$ cat config.mk
export PLATFORM = sky130hd
export DESIGN_NAME = if_stage_flat
export DESIGN_NICKNAME = d
export VERILOG_FILES = /design/src/rtl/riscv_pkg.sv /design/src/rtl/if_stage_if.sv /design/src/rtl/fetch_buffer.sv /design/src/rtl/if_stage.sv /design/src/flat_wrapper.sv
export SDC_FILE = /design/constraint.sdc
export NUM_CORES = 1
export LEC_CHECK = 0
export BUFFER_PORTS_ARGS = -buffer_cell sky130_fd_sc_hd__buf_2
export CAP_MARGIN = 20
export CORE_ASPECT_RATIO = 1.5
export CORE_MARGIN = 3
export CORE_UTILIZATION = 50
export CTS_CLUSTER_DIAMETER = 150
export DETAILED_ROUTE_END_ITERATION = 16
export PLACE_DENSITY = 0.73
export SETUP_SLACK_MARGIN = 0.1
export SLEW_MARGIN = 20
export SYNTH_ARGS = -nofsm -noshare
export SYNTH_HDL_FRONTEND = slang
export SYNTH_SLANG_ARGS = --single-unit
$ cat constraint.sdc
create_clock -name clk -period 13.4 [get_ports clk]
set_clock_uncertainty 0.15 [all_clocks]
set_input_delay 2.01 -clock clk [delete_from_list [all_inputs] [get_ports clk]]
set_output_delay 2.01 -clock clk [all_outputs]
set_load 0.01 [all_outputs]
$ cat src/rtl/riscv_pkg.sv
// Shared RV32 definitions for the front end: word width, base opcodes,
// fetch-stage state encoding and the fetch buffer entry layout.
package riscv_pkg;

  localparam int XLEN = 32;

  localparam logic [6:0] OPC_RTYPE  = 7'b0110011;
  localparam logic [6:0] OPC_LOAD   = 7'b0000011;
  localparam logic [6:0] OPC_STORE  = 7'b0100011;
  localparam logic [6:0] OPC_BRANCH = 7'b1100011;
  localparam logic [6:0] OPC_IALU   = 7'b0010011;
  localparam logic [6:0] OPC_JAL    = 7'b1101111;

  typedef enum logic [1:0] {
    FS_IDLE  = 2'd0,
    FS_RUN   = 2'd1,
    FS_FLUSH = 2'd2
  } fetch_state_e;

  typedef struct packed {
    logic [XLEN-1:0] instr;
    logic [XLEN-1:0] pc;
  } fetch_entry_t;

  function automatic logic [XLEN-1:0] align_word(input logic [XLEN-1:0] a);
    return a & ~XLEN'(3);
  endfunction

endpackage

$ cat src/rtl/if_stage_if.sv
// Bus bundles of the fetch stage: instruction-memory request/response
// channel and the valid/ready channel towards decode.
interface imem_if;
  logic                       imem_req;
  logic [riscv_pkg::XLEN-1:0] imem_addr;
  logic                       imem_gnt;
  logic                       imem_rvalid;
  logic [riscv_pkg::XLEN-1:0] imem_rdata;

  modport master (output imem_req, imem_addr, input imem_gnt, imem_rvalid, imem_rdata);
  modport slave  (input imem_req, imem_addr, output imem_gnt, imem_rvalid, imem_rdata);
endinterface

interface dec_if;
  logic                       if_valid;
  logic                       if_ready;
  logic [riscv_pkg::XLEN-1:0] if_instr;
  logic [riscv_pkg::XLEN-1:0] if_pc;
  logic [6:0]                 if_opcode;

  modport master (output if_valid, if_instr, if_pc, if_opcode, input if_ready);
  modport slave  (input if_valid, if_instr, if_pc, if_opcode, output if_ready);
endinterface

$ cat src/rtl/fetch_buffer.sv
// Two-entry FIFO of {instr, pc}; a push into a full buffer is taken only
// when a pop frees the head in the same cycle. Clear wins over everything.
module fetch_buffer (
  input  logic                         clk,
  input  logic                         rst_n,
  input  logic                         push,
  input  logic                         pop,
  input  logic                         clear,
  input  logic [2*riscv_pkg::XLEN-1:0] wdata,
  output logic [2*riscv_pkg::XLEN-1:0] rdata,
  output logic                         full,
  output logic                         empty
);

  logic [2*riscv_pkg::XLEN-1:0] mem_q [2];
  logic       rd_ptr_q, rd_ptr_d;
  logic       wr_ptr_q, wr_ptr_d;
  logic [1:0] cnt_q, cnt_d;
  logic       do_push, do_pop, wr_en;

  assign empty   = (cnt_q == 2'd0);
  assign full    = (cnt_q == 2'd2);
  assign do_pop  = pop && !empty;
  assign do_push = push && (!full || do_pop);
  assign wr_en   = do_push && !clear;
  // Empty buffer presents zeros so decode never sees a stale word.
  assign rdata   = empty ? '0 : mem_q[rd_ptr_q];

  always_comb begin
    rd_ptr_d = rd_ptr_q;
    wr_ptr_d = wr_ptr_q;
    cnt_d    = cnt_q;
    if (clear) begin
      rd_ptr_d = 1'b0;
      wr_ptr_d = 1'b0;
      cnt_d    = 2'd0;
    end else begin
      if (do_push) wr_ptr_d = ~wr_ptr_q;
      if (do_pop)  rd_ptr_d = ~rd_ptr_q;
      cnt_d = cnt_q + {1'b0, do_push} - {1'b0, do_pop};
    end
  end

  always_ff @(posedge clk or negedge rst_n) begin
    if (!rst_n) begin
      rd_ptr_q <= 1'b0;
      wr_ptr_q <= 1'b0;
      cnt_q    <= 2'd0;
    end else begin
      rd_ptr_q <= rd_ptr_d;
      wr_ptr_q <= wr_ptr_d;
      cnt_q    <= cnt_d;
    end
  end

  always_ff @(posedge clk) begin
    if (wr_en) mem_q[wr_ptr_q] <= wdata;
  end

endmodule

$ cat src/rtl/if_stage.sv
// Instruction fetch stage: issues in-order word fetches, tags responses with
// their PC, buffers up to two instructions and restarts cleanly on redirect.
module if_stage
  import riscv_pkg::*;
#(
  parameter logic [XLEN-1:0] RESET_PC  = 32'h0000_0000,
  parameter int              BUF_DEPTH = 2
) (
  input  logic            clk,
  input  logic            rst_n,
  imem_if.master          imem,
  dec_if.master           dec,
  input  logic            redirect_valid,
  input  logic [XLEN-1:0] redirect_pc
);

  fetch_state_e    state_q, state_d;
  logic [XLEN-1:0] pc_q, pc_d;
  logic [1:0]      out_q, out_d;
  logic [XLEN-1:0] pcq_q [2];
  logic [XLEN-1:0] pcq_d [2];

  logic            accept, rsp_ok, slot;
  logic            buf_push, buf_pop, buf_full, buf_empty;
  logic [1:0]      occ;
  logic [2*XLEN-1:0] buf_rdata;
  fetch_entry_t    wentry, head;

  // Outstanding requests plus buffered words never exceed the buffer size,
  // so every response always has a slot waiting for it.
  assign occ    = buf_full ? 2'd2 : (buf_empty ? 2'd0 : 2'd1);
  assign imem.imem_req  = (state_q == FS_RUN) && !redirect_valid &&
                          ((int'(out_q) + int'(occ)) < BUF_DEPTH);
  assign imem.imem_addr = pc_q;
  assign accept = imem.imem_req && imem.imem_gnt;
  assign rsp_ok = imem.imem_rvalid && (out_q != 2'd0);

  assign dec.if_valid = !buf_empty && !redirect_valid;
  assign buf_pop      = dec.if_valid && dec.if_ready;
  assign buf_push     = rsp_ok && (state_q == FS_RUN) && !redirect_valid;

  assign wentry        = '{instr: imem.imem_rdata, pc: pcq_q[0]};
  assign head          = fetch_entry_t'(buf_rdata);
  assign dec.if_instr  = head.instr;
  assign dec.if_pc     = head.pc;
  assign dec.if_opcode = head.instr[6:0];

  // Slot for a newly accepted PC: behind whatever is still in flight
  // after this cycle's response retires.
  assign slot = (out_q == 2'd1) && !rsp_ok;

  always_comb begin
    pc_d    = pc_q;
    out_d   = out_q + {1'b0, accept} - {1'b0, rsp_ok};
    pcq_d   = pcq_q;
    state_d = state_q;
    if (rsp_ok) pcq_d[0] = pcq_q[1];
    if (accept) begin
      pc_d        = pc_q + 32'd4;
      pcq_d[slot] = pc_q;
    end
    if (redirect_valid) pc_d = align_word(redirect_pc);
    case (state_q)
      FS_IDLE:  state_d = FS_RUN;
      FS_RUN:   if (redirect_valid && out_d != 2'd0) state_d = FS_FLUSH;
      // While flushing, the outstanding counter doubles as the discard count.
      FS_FLUSH: if (out_d == 2'd0) state_d = FS_RUN;
      default:  state_d = FS_IDLE;
    endcase
  end

  always_ff @(posedge clk or negedge rst_n) begin
    if (!rst_n) begin
      state_q <= FS_IDLE;
      pc_q    <= RESET_PC;
      out_q   <= 2'd0;
    end else begin
      state_q <= state_d;
      pc_q    <= pc_d;
      out_q   <= out_d;
    end
  end

  always_ff @(posedge clk) begin
    pcq_q <= pcq_d;
  end

  fetch_buffer u_buf (
    .clk   (clk),
    .rst_n (rst_n),
    .push  (buf_push),
    .pop   (buf_pop),
    .clear (redirect_valid),
    .wdata (wentry),
    .rdata (buf_rdata),
    .full  (buf_full),
    .empty (buf_empty)
  );

  // Responses with nothing in flight are a protocol error; in IDLE they can
  // only be leftovers of requests abandoned by reset, which are expected.
  a_no_orphan_rsp: assert property (@(posedge clk) disable iff (!rst_n)
    (imem.imem_rvalid && state_q != FS_IDLE) |-> (out_q != 2'd0));

endmodule

$ cat src/flat_wrapper.sv
// flat-port wrapper written by rule: the top's interface ports become plain ports
module if_stage_flat import riscv_pkg::*;
#(
  parameter logic [XLEN-1:0] RESET_PC  = 32'h0000_0000,
  parameter int              BUF_DEPTH = 2
)
  (clk, rst_n, redirect_valid, redirect_pc, imem_imem_req, imem_imem_addr, imem_imem_gnt, imem_imem_rvalid, imem_imem_rdata, dec_if_valid, dec_if_instr, dec_if_pc, dec_if_opcode, dec_if_ready);
  imem_if imem_i ();
  dec_if dec_i ();
  input  logic clk;
  input  logic rst_n;
  input  logic redirect_valid;
  input  logic [XLEN-1:0] redirect_pc;
  output wire logic [$bits(imem_i.imem_req)-1:0] imem_imem_req;
  output wire logic [$bits(imem_i.imem_addr)-1:0] imem_imem_addr;
  input wire logic [$bits(imem_i.imem_gnt)-1:0] imem_imem_gnt;
  input wire logic [$bits(imem_i.imem_rvalid)-1:0] imem_imem_rvalid;
  input wire logic [$bits(imem_i.imem_rdata)-1:0] imem_imem_rdata;
  output wire logic [$bits(dec_i.if_valid)-1:0] dec_if_valid;
  output wire logic [$bits(dec_i.if_instr)-1:0] dec_if_instr;
  output wire logic [$bits(dec_i.if_pc)-1:0] dec_if_pc;
  output wire logic [$bits(dec_i.if_opcode)-1:0] dec_if_opcode;
  input wire logic [$bits(dec_i.if_ready)-1:0] dec_if_ready;
  assign imem_imem_req = imem_i.imem_req;
  assign imem_imem_addr = imem_i.imem_addr;
  assign imem_i.imem_gnt = imem_imem_gnt;
  assign imem_i.imem_rvalid = imem_imem_rvalid;
  assign imem_i.imem_rdata = imem_imem_rdata;
  assign dec_if_valid = dec_i.if_valid;
  assign dec_if_instr = dec_i.if_instr;
  assign dec_if_pc = dec_i.if_pc;
  assign dec_if_opcode = dec_i.if_opcode;
  assign dec_i.if_ready = dec_if_ready;
  if_stage #(.RESET_PC(RESET_PC), .BUF_DEPTH(BUF_DEPTH)) u_core (.clk(clk), .rst_n(rst_n), .imem(imem_i), .dec(dec_i), .redirect_valid(redirect_valid), .redirect_pc(redirect_pc));
endmodule
# After elaboration in Yosys (flattened, before gate mapping)
# Memory sizes are Yosys's and may differ from the RTL's.
# Index checks and enable logic that the tools add are counted.
[classes] muxes=20 reduce_logical=28 n_addsub=6 magnitude_cmp=3 eq_ne=6 bitwise_logic=3
[ops] cell="32-bit two-way mux" count=4
[ops] cell="64-bit two-way mux" count=2
[ops] cell="64-bit bitwise mux" count=1
[ops] cell="32-bit by 3-bit adder with 32-bit output, second input constant" count=1
[ops] cell="32-bit demux with 1-bit select" count=1
[ops] cell="32-bit by 3-bit less-than comparator with 1-bit output, second input constant" count=1
[ops] cell="1-bit logical AND" count=14
[ops] cell="2-bit nonzero test" count=5
[ops] cell="2-bit two-way mux" count=4
[ops] cell="1-bit two-way mux" count=7
[ops] cell="2-bit logical NOT" count=3
[ops] cell="2-bit one-hot mux with 3 select lines" count=1
[ops] cell="2-bit by 1-bit adder with 2-bit output" count=2
[ops] cell="2-bit by 1-bit equality test with 1-bit output, second input constant" count=2
[ops] cell="2-bit equality test, second input constant" count=2
[ops] cell="1-bit logical NOT" count=4
[ops] cell="2-bit by 1-bit subtractor with 2-bit output" count=2
[ops] cell="2-bit by 2-bit adder with 3-bit output" count=1
[ops] cell="2-bit >= comparator, second input constant" count=1
[ops] cell="2-bit by 1-bit less-than comparator with 1-bit output, second input constant" count=1
[ops] cell="2-bit by 1-bit != test with 1-bit output, second input constant" count=1
[ops] cell="2-bit != test, second input constant" count=1
[ops] cell="1-bit NOT" count=2
[ops] cell="1-bit NOT with 2-bit output" count=1
[ops] cell="other kinds (2)" count=2
[totals] ff_bits=104 mem_bits_rw=128 out_inout_bits=105 word_cells=75 memories=1
[memory_table] name="u_core.u_buf.mem_q" depth=2 width=64 read_ports=1 rd_ports_with_merged_regs=0 write_ports=1 line_no="fetch_buffer.sv:15" source="logic [2*riscv_pkg::XLEN-1:0] mem_q [2];"

# Depth between registers and ports, before layout
[logic_depth] ltp_word=13 mapped_depth=10

# By module
# Synthesis repeated with hierarchy kept, for this count alone.
[unflattened] cells_unflattened=702 hier_area_um2=9354.0
[modules_own_cells] module="fetch_buffer" instances=1 seq_area_each_um2=3943.8 area_each_um2=5101.1 cells_each=297
[modules_own_cells] module="if_stage" instances=1 seq_area_each_um2=2392.3 area_each_um2=4252.8 cells_each=405

# Worst setup path before layout
# Ideal clock, no wire load.
[synth_path] path_type="input to register" from="input redirect_valid" to="memory u_core.u_buf.mem_q[0][0] in the netlist's numbering (enable)" path_buffers=0 setup_ns=0.486 arrival_time_ns=5.485 cell_stages=4 setup_slack_ns=7.279 cell_sequence="or3b_4 nor3_1 inv_1 nor2_1"
[synth_via] elab_chain_len=9 word_cells_on_any_way=10
[synth_rtl] item="start, declared" line_no="flat_wrapper.sv:12" source="input logic redirect_valid;"
[synth_rtl] item="1-bit logical NOT (*)" line_no="fetch_buffer.sv:25, if_stage.sv:38, if_stage.sv:40"
[synth_rtl] item="1-bit logical AND" line_no="if_stage.sv:38" source="assign dec.if_valid = !buf_empty && !redirect_valid;"
[synth_rtl] item="1-bit logical AND" line_no="if_stage.sv:39" source="assign buf_pop = dec.if_valid && dec.if_ready;"
[synth_rtl] item="1-bit logical AND" line_no="fetch_buffer.sv:23" source="assign do_pop = pop && !empty;"
[synth_rtl] item="1-bit logical OR" line_no="fetch_buffer.sv:24" source="assign do_push = push && (!full || do_pop);"
[synth_rtl] item="1-bit logical AND" line_no="fetch_buffer.sv:24"
[synth_rtl] item="1-bit logical AND (*)" line_no="fetch_buffer.sv:25" source="assign wr_en = do_push && !clear;"
[synth_rtl] item="1-bit two-way mux (*)" line_no="fetch_buffer.sv:57" source="if (wr_en) mem_q[wr_ptr_q] <= wdata;"
[synth_rtl] item="1-bit two-way mux (implied by the code) (*)" line_no="fetch_buffer.sv:57"
[synth_rtl] item="end, declared" line_no="fetch_buffer.sv:15"
# Every way passes the cells marked *; elsewhere a longest branch is shown, timed or not.

# Worst setup path in the final report
[layout_path] from="input redirect_valid" to="output imem_imem_req"
[layout_via] elab_chain_len=3
[layout_rtl] item="1-bit logical NOT" line_no="if_stage.sv:32" source="assign imem.imem_req = (state_q == FS_RUN) && !redirect_valid &&"
[layout_rtl] item="1-bit logical AND (2 in series)" line_no="if_stage.sv:32"
[layout_rtl] item="end, declared" line_no="flat_wrapper.sv:14" source="output wire logic [$bits(imem_i.imem_req)-1:0] imem_imem_req;"
# Every way passes these cells.

==> out/results.ini <==
[clock_network]
cts_max_path_buffers = 3
post_cts_buffers = 0
root_buffer = clkbuf_16
worst_setup_hold_path_clk_slew_ns = 0.06
numCtsBuffers = 21
clock_latency_ns = 0.49
htreeDepth = 1
cts_tree = done
clock_sink_count = 228
cts_hold_buf = 0
cts_resized = 0

[sta]
rsz0062_at_grt = no
report.final.setup_viol = 0
slew_violations = 0
worst_slack_ns = 8.09
hold_viol_final = 0
worst_slew_pin_slew_ns = 0.930
clock.fmax_mhz = 188
fin_crit_sh = 0.396
fin_setup_tns_ns = 0
slew-limit-headroom = 0.380
min_period_ns = 5.31

[global_routing]
antenna_found_initial = 0
grt_pass1_vias = 6022
grt_pass1_wl_mm = 30.3
grt_overflow = 0
grt_max_degree = 66
grtUsageTotal = 0.181

[logic_synthesis]
yosysWarnings = 0
postSynthAreaPerCell_um2 = 13.0
synth_edf_count = 158
yosys.cell_count.top_type = edfxtp_1
synth-seq-area-share = 0.680
synthCells = 715
ys_ff_latch = 228
synth_ff_type = edfxtp_1
synth_area_leaders = edfxtp_1 51%, mux2i_1 10%, dfrtp_1 10%
synth_area_um2 = 9320
netlist.area_leader.share = 0.509
synth.distinct_cells = 48
synthTopCellsByCount = 158 x edfxtp_1, 123 x nor2_1, 96 x mux2i_1
async_flop_share = 0.167
synth_top_area_cell = edfxtp_1

[route]
drtAntennaViolNets = 0
dr_total_vias = 5989
drtIter0Drc = 368
postRouteWirelength_mm = 18.6
wire_per_inst_um = 16.4
drc = 0
firstDrtPassIters = 4
avgViaCountPerCell = 5.29

[place]
dp_slack_ns = 8.08
dp_hpwl_mm = 11.9
portBuffers = 170
place_area_um2 = 10400
placed_cells = 1096
globalplace.congestion = 0.804

[floorplan]
die_area_um2 = 20300
initial_core_util = 0.515
die_w_um = 117
core_area_um2 = 18100
num_rows = 60
die_h_um = 173
ios = 175

[finish]
final_util = 0.616
final_cells = 1133
design_area_um2 = 11100
diodes = 0
n_fill_cell = 1459
multi_input_area_um2 = 2770
drive_above_1_share = 0.254
ff_latch_area_um2 = 6340
num-nets-final = 946
syn_to_final_growth_pct = 19.5

[worst_setup_path]
critPathLaunch = redirect_valid
reg2reg_from = u_core.u_buf.cnt_q[1]
worstPathRequired_ns = 11.24
crit_type = primary input to output pin
worstSetupEndpointType = output pin
start_kind = primary input
cp_data_arrival_time_ns = 3.15
path_max_fanout = 52

[power]
leakage_nw = 4.45
peakVddDrop_uv = 138
powerDensity_nw_per_um2 = 188

[run_status]
status = finished, final reports clean

[worst_hold_path]
hold_path.class = flop to flop
min-delay-start = u_core.pcq_q[33]

[run]
drv_cap = 0

==> critical path: stages <==
cell	delay [ns]
buf_2	0.09
buf_4	0.27
or3b_4	0.47
nor3_1	0.14
buf_2	0.15
==> placed cells by master, fill, tap and decap left out, drive strengths merged, types with 5 or more instances in the layout <==
cell type  Yosys  routed
and2           6       6
o311ai        10      10
nand4         12      12
nand2         39      39
o21ai         25      25
inv           10      10
clkbuf        26      24
nor2         123     123
xnor2          5       5
dfrtp         38      38
bufinv         0       5
nor4           5       5
dfxtp         32      32
a31oi          5       5
nor2b         11      11
mux2i         96      96
edfxtp       158     158
buf           20     178
a21oi         38      38
nand3         13      13
clkinv         0       8
==> layout make-up <==
class | instances | area share
flip-flops and latches | 228 | 0.569
multi-input cells | 432 | 0.249
repair buffers | 178 | 0.0836
clock buffers | 24 | 0.0501
well taps | 248 | 0.0279
clock inverters | 13 | 0.0172
inverters | 10 | 0.00337
==> final timing paths <==
kind	cells past startpoint	slack [ns]	to
max reg2reg	5	10.37	u_core.pcq_q[7]
max	5	8.09	imem_imem_req
min reg2reg	0	0.30	u_core.u_buf.mem_q[1][1]
min in group asynchronous	1	1.51	u_core.u_buf.wr_ptr_q
min	0	0.30	u_core.u_buf.mem_q[1][1]
max in group asynchronous	1	10.91	u_core.u_buf.rd_ptr_q
==> sequential cells by signal, summed over array words and instances (netlist names) <==
register               cells
u_core.state_q             2
u_core.out_q               2
u_core.u_buf.wr_ptr_q      1
u_core.u_buf.rd_ptr_q      1
u_core.imem.imem_addr     30
u_core.pcq_q              62
u_core.u_buf.cnt_q         2
u_core.u_buf.mem_q       128
==> routing by layer <==
metal / routed length, um / vias up / share of wire / global-route usage
li1: - / 2901 / - / -
met1: 7490 / 2876 / 0.40 / 0.224
met2: 9740 / 185 / 0.52 / 0.330
met3: 1030 / 27 / 0.055 / 0.0265
met4: 378 / 0 / 0.020 / 0.0548
met5: 0 / - / 0 / 0
==> per-stage QoR <==
stage / total power [mW] / hold slack [ns]
6_report: 2.09 / 0.300
5_1_grt: 2.21 / 0.315
3_5_place_dp: 1.48 / 0.287
3_3_place_gp: 1.46 / 0.281
4_1_cts: 2.12 / 0.301
2_1_floorplan: 1.31 / 0.267
==> power breakdown <==
| part | total [mW] | leakage, nW | internal [mW] | switching (mW) |
|---|---|---|---|---|
| logic | 0.464 | 1.92 | 0.197 | 0.267 |
| registers | 0.992 | 2.16 | 0.897 | 0.0947 |
| clock network | 0.638 | 0.371 | 0.395 | 0.243 |
| total | 2.09 | 4.45 | 1.49 | 0.605 |
==> cells by family (layout without fill, tap and decap cells) <==
family,after synthesis,count (layout),synth area share
compound gates,96,96,0.0628
xor+xnor,9,9,0.00846
fa+ha+maj,5,5,0.00752
buf+inv,56,225,0.0274
flops,228,228,0.680
mux,96,96,0.103
other cells,1,2,0.000402
simple gates,224,224,0.110
No activity file was read; power rests on OpenSTA's default activity.
